File: config.mk
export PLATFORM = sky130hd
export DESIGN_NAME = pipe_hazard_ctrl
export DESIGN_NICKNAME = d
export VERILOG_FILES = /design/src/rtl/pipe_hazard_ctrl.sv
export SDC_FILE = /design/constraint.sdc
export NUM_CORES = 1
export LEC_CHECK = 0
export BUFFER_PORTS_ARGS = -buffer_cell sky130_fd_sc_hd__buf_2
export CAP_MARGIN = 20
export CORE_AREA = 8 8 77 79
export CTS_CLUSTER_DIAMETER = 50
export DETAILED_ROUTE_END_ITERATION = 16
export DIE_AREA = 0 0 85 87
export GPL_TIMING_DRIVEN = 1
export PLACE_DENSITY = 0.76
export SLEW_MARGIN = 20
export SYNTH_ARGS = -nofsm -noshare
export SYNTH_HDL_FRONTEND = slang
export SYNTH_SLANG_ARGS = --single-unit
File: constraint.sdc
create_clock -name clk -period 4.7 [get_ports clk]
set_input_delay 0.47 -clock clk [delete_from_list [all_inputs] [get_ports clk]]
set_output_delay 0.47 -clock clk [all_outputs]
set_load 0.01 [all_outputs]
File: src/rtl/pipe_hazard_ctrl.sv
// -----------------------------------------------------------------------------
// pipe_hazard_ctrl
//   Central stall/flush sequencer for a 5-stage pipeline (IF/ID, ID/EXE,
//   EXE/MEM, MEM/WB). Detects load-use hazards, taken-branch redirects and
//   instruction/data memory wait states, and drives the hold (stall_*) and
//   bubble (flush_*) controls of each stage register.
//
//   Ports
//     clk, rst            : clock, synchronous active-high reset
//     id_rs1/id_rs2       : source registers of the instruction in ID
//     id_use_rs1/rs2      : ID instruction actually reads rs1/rs2
//     exe_rd, exe_is_load : destination / load flag of the EXE instruction
//     exe_br_taken        : EXE branch/jump resolved taken
//     if_req, if_ready    : instruction fetch outstanding / data returned
//     mem_req, mem_ready  : data access active / access completes
//     stall_pc..stall_wb  : hold controls for PC and stage registers
//     flush_id, flush_exe : load a bubble into IF/ID, ID/EXE
//     pc_redirect         : PC loads the branch target
//     stall_cnt           : number of cycles with stall_pc=1 (wraps)
//     bus_err             : sticky, a memory wait exceeded TIMEOUT cycles
// -----------------------------------------------------------------------------
module pipe_hazard_ctrl #(
    parameter int TIMEOUT = 255,
    parameter int TO_W    = 8,
    parameter int CNT_W   = 32
) (
    input  logic             clk,
    input  logic             rst,
    input  logic [4:0]       id_rs1,
    input  logic [4:0]       id_rs2,
    input  logic             id_use_rs1,
    input  logic             id_use_rs2,
    input  logic [4:0]       exe_rd,
    input  logic             exe_is_load,
    input  logic             exe_br_taken,
    input  logic             if_req,
    input  logic             if_ready,
    input  logic             mem_req,
    input  logic             mem_ready,
    output logic             stall_pc,
    output logic             stall_id,
    output logic             stall_exe,
    output logic             stall_mem,
    output logic             stall_wb,
    output logic             flush_id,
    output logic             flush_exe,
    output logic             pc_redirect,
    output logic [CNT_W-1:0] stall_cnt,
    output logic             bus_err
);

    typedef enum logic [1:0] {
        ST_RUN   = 2'd0,
        ST_DWAIT = 2'd1,
        ST_IWAIT = 2'd2
    } state_t;

    localparam logic [TO_W-1:0]  TIMEOUT_V = TO_W'(TIMEOUT);
    localparam logic [TO_W-1:0]  WAIT_MAX  = {TO_W{1'b1}};
    localparam logic [TO_W-1:0]  WAIT_ONE  = {{(TO_W-1){1'b0}}, 1'b1};
    localparam logic [CNT_W-1:0] CNT_ONE   = {{(CNT_W-1){1'b0}}, 1'b1};

    state_t            state_r;
    state_t            state_nxt_s;
    logic              drop_fetch_r;
    logic              drop_fetch_nxt_s;
    logic [TO_W-1:0]   wait_cnt_r;
    logic [CNT_W-1:0]  stall_cnt_r;
    logic              bus_err_r;

    logic              dstall_s;
    logic              istall_s;
    logic              lu_s;
    logic              waiting_s;
    logic              ready_edge_s;

    assign dstall_s = mem_req & ~mem_ready;
    assign istall_s = if_req & ~if_ready;
    // x0 is hardwired zero, so a load targeting it never creates a dependency.
    assign lu_s = exe_is_load & (exe_rd != 5'd0) &
                  ((id_use_rs1 & (id_rs1 == exe_rd)) |
                   (id_use_rs2 & (id_rs2 == exe_rd)));

    assign stall_cnt = stall_cnt_r;
    assign bus_err   = bus_err_r;

    // Prioritised hazard resolution: stall/flush/redirect controls and drop flag update.
    always_comb begin
        stall_pc         = 1'b0;
        stall_id         = 1'b0;
        stall_exe        = 1'b0;
        stall_mem        = 1'b0;
        stall_wb         = 1'b0;
        flush_id         = 1'b0;
        flush_exe        = 1'b0;
        pc_redirect      = 1'b0;
        drop_fetch_nxt_s = drop_fetch_r;
        if (rst) begin
            drop_fetch_nxt_s = 1'b0;
        end else if (dstall_s) begin
            // Freeze the whole pipe; a taken branch in EXE is re-evaluated later.
            stall_pc  = 1'b1;
            stall_id  = 1'b1;
            stall_exe = 1'b1;
            stall_mem = 1'b1;
            stall_wb  = 1'b1;
        end else if (exe_br_taken) begin
            pc_redirect = 1'b1;
            flush_id    = 1'b1;
            flush_exe   = 1'b1;
            // An abandoned fetch still in flight returns a stale word later.
            // A word arriving now is already flushed, so nothing stays pending.
            if (istall_s) begin
                drop_fetch_nxt_s = 1'b1;
            end else if (if_ready) begin
                drop_fetch_nxt_s = 1'b0;
            end else begin
                drop_fetch_nxt_s = drop_fetch_r;
            end
        end else if (lu_s) begin
            // One bubble suffices: next cycle the load is in MEM and forwards.
            stall_pc  = 1'b1;
            stall_id  = 1'b1;
            flush_exe = 1'b1;
        end else if (istall_s) begin
            stall_pc = 1'b1;
            flush_id = 1'b1;
        end else if (if_ready && drop_fetch_r) begin
            stall_pc         = 1'b1;
            flush_id         = 1'b1;
            drop_fetch_nxt_s = 1'b0;
        end else begin
            drop_fetch_nxt_s = drop_fetch_r;
        end
    end

    // Wait-state FSM next state, plus "still waiting" and "wait ended" qualifiers.
    always_comb begin
        state_nxt_s  = state_r;
        waiting_s    = 1'b0;
        ready_edge_s = 1'b0;
        case (state_r)
            ST_RUN: begin
                if (dstall_s) begin
                    state_nxt_s = ST_DWAIT;
                end else if (istall_s) begin
                    state_nxt_s = ST_IWAIT;
                end else begin
                    state_nxt_s = ST_RUN;
                end
            end
            ST_DWAIT: begin
                if (mem_ready) begin
                    state_nxt_s  = ST_RUN;
                    ready_edge_s = 1'b1;
                end else begin
                    waiting_s = 1'b1;
                end
            end
            ST_IWAIT: begin
                // A data stall takes over without resetting the wait budget.
                if (dstall_s) begin
                    state_nxt_s = ST_DWAIT;
                    waiting_s   = 1'b1;
                end else if (if_ready) begin
                    state_nxt_s  = ST_RUN;
                    ready_edge_s = 1'b1;
                end else begin
                    waiting_s = 1'b1;
                end
            end
            default: begin
                state_nxt_s = ST_RUN;
            end
        endcase
    end

    // State, drop flag, wait/stall counters and sticky bus error.
    always_ff @(posedge clk) begin
        if (rst) begin
            state_r      <= ST_RUN;
            drop_fetch_r <= 1'b0;
            wait_cnt_r   <= {TO_W{1'b0}};
            stall_cnt_r  <= {CNT_W{1'b0}};
            bus_err_r    <= 1'b0;
        end else begin
            state_r      <= state_nxt_s;
            drop_fetch_r <= drop_fetch_nxt_s;
            if ((state_r == ST_RUN) || ready_edge_s) begin
                wait_cnt_r <= {TO_W{1'b0}};
            end else if (wait_cnt_r != WAIT_MAX) begin
                wait_cnt_r <= wait_cnt_r + WAIT_ONE;
            end else begin
                wait_cnt_r <= wait_cnt_r;
            end
            if (waiting_s && (wait_cnt_r == TIMEOUT_V)) begin
                bus_err_r <= 1'b1;
            end else begin
                bus_err_r <= bus_err_r;
            end
            if (stall_pc) begin
                stall_cnt_r <= stall_cnt_r + CNT_ONE;
            end else begin
                stall_cnt_r <= stall_cnt_r;
            end
        end
    end

endmodule

==> impl_metrics.json, run 1 <==
{
  "status": "finished, final reports clean",
  "final_cell_area_mm2": 0.00279,
  "rrSetupSlack_ps": 2490,
  "place_area_mm2": 0.00270,
  "slowest_stage": "or4_1",
  "post_cts_buffers": 0,
  "first_pass_iters": 4,
  "syn-num-nets": 323,
  "grt_overflow_total": 0,
  "postLayoutCoreUtil_pct": 57.6,
  "r2r-end": "stall_cnt[25]",
  "cts_root_buf": "clkbuf_8",
  "worstHoldStart": "if_ready",
  "antenna_found_initial": 0,
  "met2_usage_pct": 26.3,
  "cts_tree": "built",
  "netlist_area_mm2": 0.00240,
  "cp_top_family": "simple AND/OR/NAND/NOR gates",
  "async_flop_share_pct": 0,
  "grt.total_usage_pct": 15.5,
  "synthAdderAreaFrac_pct": 2.60,
  "final_common_cell": "buf_2",
  "synth_cells": 293,
  "yosysUniqueCellTypes": 39,
  "die_h_um": 87,
  "die-area_mm2": 0.00740,
  "ant_nets": 0,
  "grt_max_degree": 49,
  "cts_buffer_depth": 2,
  "initial_core_util_pct": 49.6,
  "setup_viol": 0,
  "tightest_slew_ps": 752,
  "crit_path_max_fanout": 16,
  "die_w_um": 85,
  "place_congestion": 0.760,
  "p_per_area_mw_per_mm2": 251,
  "max-cap-violations": 0,
  "critical_path_class": "in -> out",
  "grt.met1_usage_pct": 17.9,
  "yosys.area_share.xor_xnor_pct": 5.47,
  "io_buffers": 65,
  "crit_path_max_incr_delay_ps": 530,
  "cts_inserted_buffers": 5,
  "synth_mux_area_share_pct": 1.25,
  "gr-usage-met3_pct": 4.72,
  "synth_edf_count": 0,
  "whs_path_depth": 2,
  "io_pins": 66,
  "yosysWarnings": 0,
  "min_to": "drop_fetch_r",
  "endpoint_kind": "output pin",
  "start_kind": "primary input",
  "cts_resized": 0,
  "area.growth.synth_to_final_pct": 16.2,
  "worst_ep_required_time_ps": 4230,
  "crit_cells": 7,
  "slew_violations": 0,
  "cp_data_arrival_time_ps": 1950,
  "grt_pass1_vias": 2213,
  "hp-class": "in -> reg",
  "grt_pass1_wl_mm": 9.57,
  "r2r_cells": 5,
  "vias_per_cell": 5.79,
  "drc_errors": 0,
  "vias": 2357,
  "cp_num_buf_inv": 2,
  "min_period_over_period_pct": 51.4,
  "rr_startpoint": "stall_cnt[3]",
  "synth_top_family_by_area": "simple AND/OR/NAND/NOR gates",
  "top_usage_layer": "met2",
  "coreArea_mm2": 0.00485,
  "p_total_w": 0.000701,
  "htree_levels": 2,
  "drive_gt1_share_pct": 22.5,
  "skew_ps": 4.44,
  "dpl.hpwl_mm": 4.13,
  "drt-wirelength-per-cell_um": 13.9,
  "clkSlewWorstSetupHoldPaths_ps": 80,
  "fin_setup_tns_ps": 0,
  "clock-sinks": 44,
  "synth_ff_type": "dfxtp_1",
  "path_cells": "buf_2 > or4_1 > o21ai_2 > nor2_2 > a21oi_4 > nor2_1 > buf_2",
  "final_nets": 380,
  "rsz0062_at_grt": "no",
  "ys_ff_latch": 44,
  "syn_avg_cell_area_um2": 8.20,
  "fin_crit_ps": 2420,
  "final_cell_mix": "65 x buf_2, 44 x dfxtp_1, 36 x a21oi_1, 22 x or4_1, 21 x nor2_1",
  "hold_viol_final": 0,
  "antenna_cells": 0,
  "cts_hold_buffers": 0,
  "vdd_drop_max_mv": 0.118,
  "leakagePower_nw": 1.05,
  "drt_iter0_markers": 143,
  "routed_wl_mm": 5.67,
  "synth_simple_gate_area_share_pct": 27.2,
  "slew-limit-headroom_pct": 49.8,
  "synth_seq_area_share_pct": 36.7,
  "path_common_cell": "buf_2",
  "fmax_mhz": 414,
  "synth-compound-area-share_pct": 21.3,
  "final_cell_count_no_fill": 407,
  "place_inst": 399,
  "rows": 26,
  "clock_latency_ps": 290
}
==> kinds of logic (layout without fill, tap and decap cells) <==
group	Yosys count	in the layout
AND/OR/NAND/NOR	120	120
AO/OA/AOI/OAI	83	83
flip-flops	44	44
buffers and inverters	23	81
XOR/XNOR	15	15
adder cells (fa/ha/maj)	5	5
multiplexers	3	3
==> final cells by class <==
cell class	count	area, um2
clock inverters	2	10.0
flip-flops and latches	44	881
well taps	56	70.1
fillers	477	2060
multi-input cells	226	1390
inverters	7	26.3
repair buffers	66	333
clock buffers	6	82.6
==> state kept, by name, indices dropped and copies added (netlist names) <==
register and cells:
stall_cnt 32, drop_fetch_r 1, bus_err 1, wait_cnt_r 8
state_r 2
==> report_power, final <==
| group | total (W) | internal [W] | switching, W | leakage (nW) |
|---|---|---|---|---|
| registers | 0.000381 | 0.000376 | 0.00000448 | 0.355 |
| clock network | 0.000243 | 0.000117 | 0.000125 | 0.0510 |
| logic | 0.0000771 | 0.0000305 | 0.0000466 | 0.645 |
==> synth_stat cells (all sizes together), types with 2 or more instances <==
cell / instances / area share (%)
dfxtp: 44 / 37
a21oi: 37 / 8.2
nor2: 23 / 3.8
or4: 22 / 6.9
o31ai: 20 / 6.2
nand2: 19 / 3.0
nand3: 19 / 4.0
o21ai: 16 / 3.5
xnor2: 13 / 4.7
or3: 10 / 2.6
buf: 9 / 3.3
nand4: 8 / 2.1
clkbuf: 7 / 1.1
inv: 7 / 1.1
and3: 6 / 1.6
ha: 5 / 2.6
and2: 3 / 0.78
mux2i: 3 / 1.3
nand2b: 3 / 0.78
nor3: 3 / 0.62
a31oi: 2 / 0.52
nor2b: 2 / 0.52
o21a: 2 / 0.62
o22ai: 2 / 0.78
xor2: 2 / 0.73
==> worst max path at each step <==
| stage | startpoint | end | slack, ps |
|---|---|---|---|
| floorplan | exe_rd[1] | stall_pc | 2460 |
| global placement | exe_rd[1] | stall_cnt[14] | 2160 |
| detailed placement | exe_rd[1] | stall_cnt[14] | 2120 |
| CTS | exe_rd[1] | stall_pc | 2280 |
| global route | exe_rd[1] | stall_pc | 2150 |
| finish | exe_rd[1] | stall_pc | 2280 |
==> routing by layer <==
metal	up-vias	routed length, um
met3	6	310
met2	60	2720
met5	-	0
met4	0	68
met1	1082	2570
li1	1209	-
==> through the flow <==
stage	hold slack, ps	setup slack [ps]
2_1_floorplan	449	2460
4_1_cts	436	2280
5_1_grt	441	2150
3_5_place_dp	464	2120
6_report	446	2280
3_3_place_gp	454	2160
Power figures use the tool's default switching activity.
==> run 2, diff against run 1 <==
Settings changed: ABC_AREA set to 1, CORE_AREA 8 8 77 79 to 8 8 81 83, DIE_AREA 0 0 85 87 to 0 0 89 91, PLACE_DENSITY 0.76 to 0.75.
Clock period 4.7 ns to 2.45 ns, I/O delays scaled along.
==> run 2 against run 1 <==
Sequential share of layout area decreased by 3.5 points. Setup slack worse by 1800 ps. First-iteration DRC count shrank 40%. Hold slack worse by 200 ps. Via count up 16%. Combinational power grew 130%. Register-to-register slack worse by 1900 ps. Synthesized cell count up 46%.
==> impl_metrics.json, run 2 <==
{
  "grt.total_usage_pct": 15.5,
  "whs_path_depth": 2,
  "clock-sinks": 44,
  "fin_setup_tns_ps": 0,
  "cts_root_buf": "clkbuf_8",
  "synth_ff_type": "dfxtp_1",
  "setup_ws_ps": 530,
  "syn-num-nets": 459,
  "rsz0062_at_grt": "no",
  "vias": 2727,
  "synth_seq_area_share_pct": 33.0,
  "place_ws_ps": 535,
  "yosysTopAreaCell": "dfxtp_1",
  "routed_wl_mm": 6.20,
  "drc_errors": 0,
  "cts_inserted_buffers": 5,
  "skew_ps": 9.71,
  "vdd_drop_max_mv": 0.266,
  "rows": 27,
  "drt_iter0_markers": 86,
  "post_cts_buffers": 0,
  "hold_viol_final": 0,
  "fmax_mhz": 521,
  "critical_path_class": "reg -> out",
  "synth_cells": 429,
  "worst_ep_required_time_ps": 2200,
  "min_period_over_period_pct": 78.4,
  "netlist_area_mm2": 0.00267,
  "synthTopCellsByArea": "dfxtp_1 33%, nand2_1 16%, nor2_1 10%",
  "drive_gt1_share_pct": 18.9,
  "die_h_um": 91,
  "synthDominantCellAreaShare_pct": 33.0,
  "cts_hold_buffers": 0,
  "first_pass_iters": 4,
  "setup_viol": 0,
  "r2r_cells": 10,
  "synth_edf_count": 0,
  "endpoint_kind": "output pin",
  "die_w_um": 89,
  "die-area_mm2": 0.00810,
  "final_common_cell": "nand2_1",
  "grt_overflow_total": 0,
  "clock_latency_ps": 300,
  "whs_ps": 243,
  "antenna_found_initial": 0,
  "fillers": 574,
  "vias_per_cell": 4.84,
  "p_per_area_mw_per_mm2": 477,
  "rrSetupSlack_ps": 620,
  "ff_latch_area_um2": 881,
  "ys_ff_latch": 44,
  "cts_resized": 0,
  "cp_data_arrival_time_ps": 1670,
  "hp-class": "in -> reg",
  "synthTopCellsByCount": "112 x nand2_1, 72 x nor2_1, 59 x inv_1",
  "htree_levels": 2,
  "status": "finished, final reports clean",
  "crit_path_max_fanout": 31,
  "slew_violations": 0,
  "yosysMostFrequentCell": "nand2_1",
  "grt_max_degree": 32,
  "drt-wirelength-per-cell_um": 11.0,
  "grt_pass1_wl_mm": 10.5,
  "slew-limit-headroom_pct": 73.5,
  "multiInputGateArea_mm2": 0.00146,
  "io_buffers": 65,
  "final_nets": 521,
  "clkSlewWorstSetupHoldPaths_ps": 80,
  "cts_tree": "built",
  "area.growth.synth_to_final_pct": 17.5,
  "place_congestion": 0.752,
  "yosysWarnings": 0,
  "max-cap-violations": 0,
  "coreArea_mm2": 0.00534,
  "async_flop_share_pct": 0,
  "start_kind": "flip-flop",
  "final_cell_mix": "112 x nand2_1, 72 x nor2_1, 65 x buf_2, 59 x inv_1, 44 x dfxtp_1",
  "antenna_cells": 0,
  "largest_reg_flops": 32,
  "ant_nets": 0,
  "yosysUniqueCellTypes": 33,
  "syn_avg_cell_area_um2": 6.22,
  "tightest_slew_ps": 395,
  "grt_pass1_vias": 2504,
  "initial_core_util_pct": 50.0,
  "fin_crit_ps": 1920,
  "cts_buffer_depth": 2,
  "io_pins": 66,
  "dpl.hpwl_mm": 4.79,
  "leakagePower_nw": 1.64
}
[run 2: cell families after synthesis]
family | Yosys count | synth area share (%)
DFF | 44 | 33.0
AOI/OAI and AO/OA | 51 | 10.1
and+or+nand+nor | 250 | 41.4
adders and majority gates | 5 | 2.34
buffers and inverters | 76 | 12.2
xor gates and xnor gates | 3 | 0.984
[run 2: per-stage QoR]
step / total power (W) / util [%] / area [um2] / cells
floorplan: 0.000879 / - / 2670 / 429
global placement: 0.000920 / 56.5 / 3020 / 556
detailed placement: 0.000925 / 56.5 / 3020 / 556
CTS: 0.00151 / 58.8 / 3140 / 564
global route: 0.00156 / 58.8 / 3140 / 564
finish: 0.00150 / 58.8 / 3140 / 564
[run 2: worst max-delay path, stage by stage (launching register included)]
cell and delay, ps:
dfxtp_1 310, inv_1 50, o21ai_0 250, nand2_1 140
nand3_4 300, nand2_1 110, inv_1 80, buf_2 130
[run 2: routing by layer]
layer / vias to the layer above / wire, um / part of all wire (%) / GRT usage [%]
met5: - / 0 / 0 / 0
met4: 0 / 79 / 1.3 / 4.99
met3: 5 / 293 / 4.7 / 3.78
met2: 45 / 2950 / 48 / 26.2
met1: 1201 / 2880 / 46 / 18.4
li1: 1476 / - / - / -
[run 2: cell type report]
| cell class | instances | area share, % |
|---|---|---|
| multi-input combinational | 309 | 46.7 |
| sequential | 44 | 28.1 |
| timing repair buffer | 67 | 10.8 |
| inverter | 64 | 7.66 |
| tap | 72 | 2.87 |
| clock buffer | 6 | 2.63 |
| clock inverter | 2 | 1.24 |
[run 2: worst paths after layout]
check                                      to          from
worst max-delay path                 stall_pc  drop_fetch_r
worst min-delay path             stall_cnt[0]           rst
worst max register to register  stall_cnt[30]  stall_cnt[1]
worst min register to register        bus_err       bus_err
[run 2: report_power, final]
part	total (W)	switching, W	internal (W)
clock	0.000590	0.000256	0.000334
sequential	0.000732	0.00000827	0.000724
combinational	0.000174	0.000110	0.0000638
total	0.00150	0.000374	0.00112
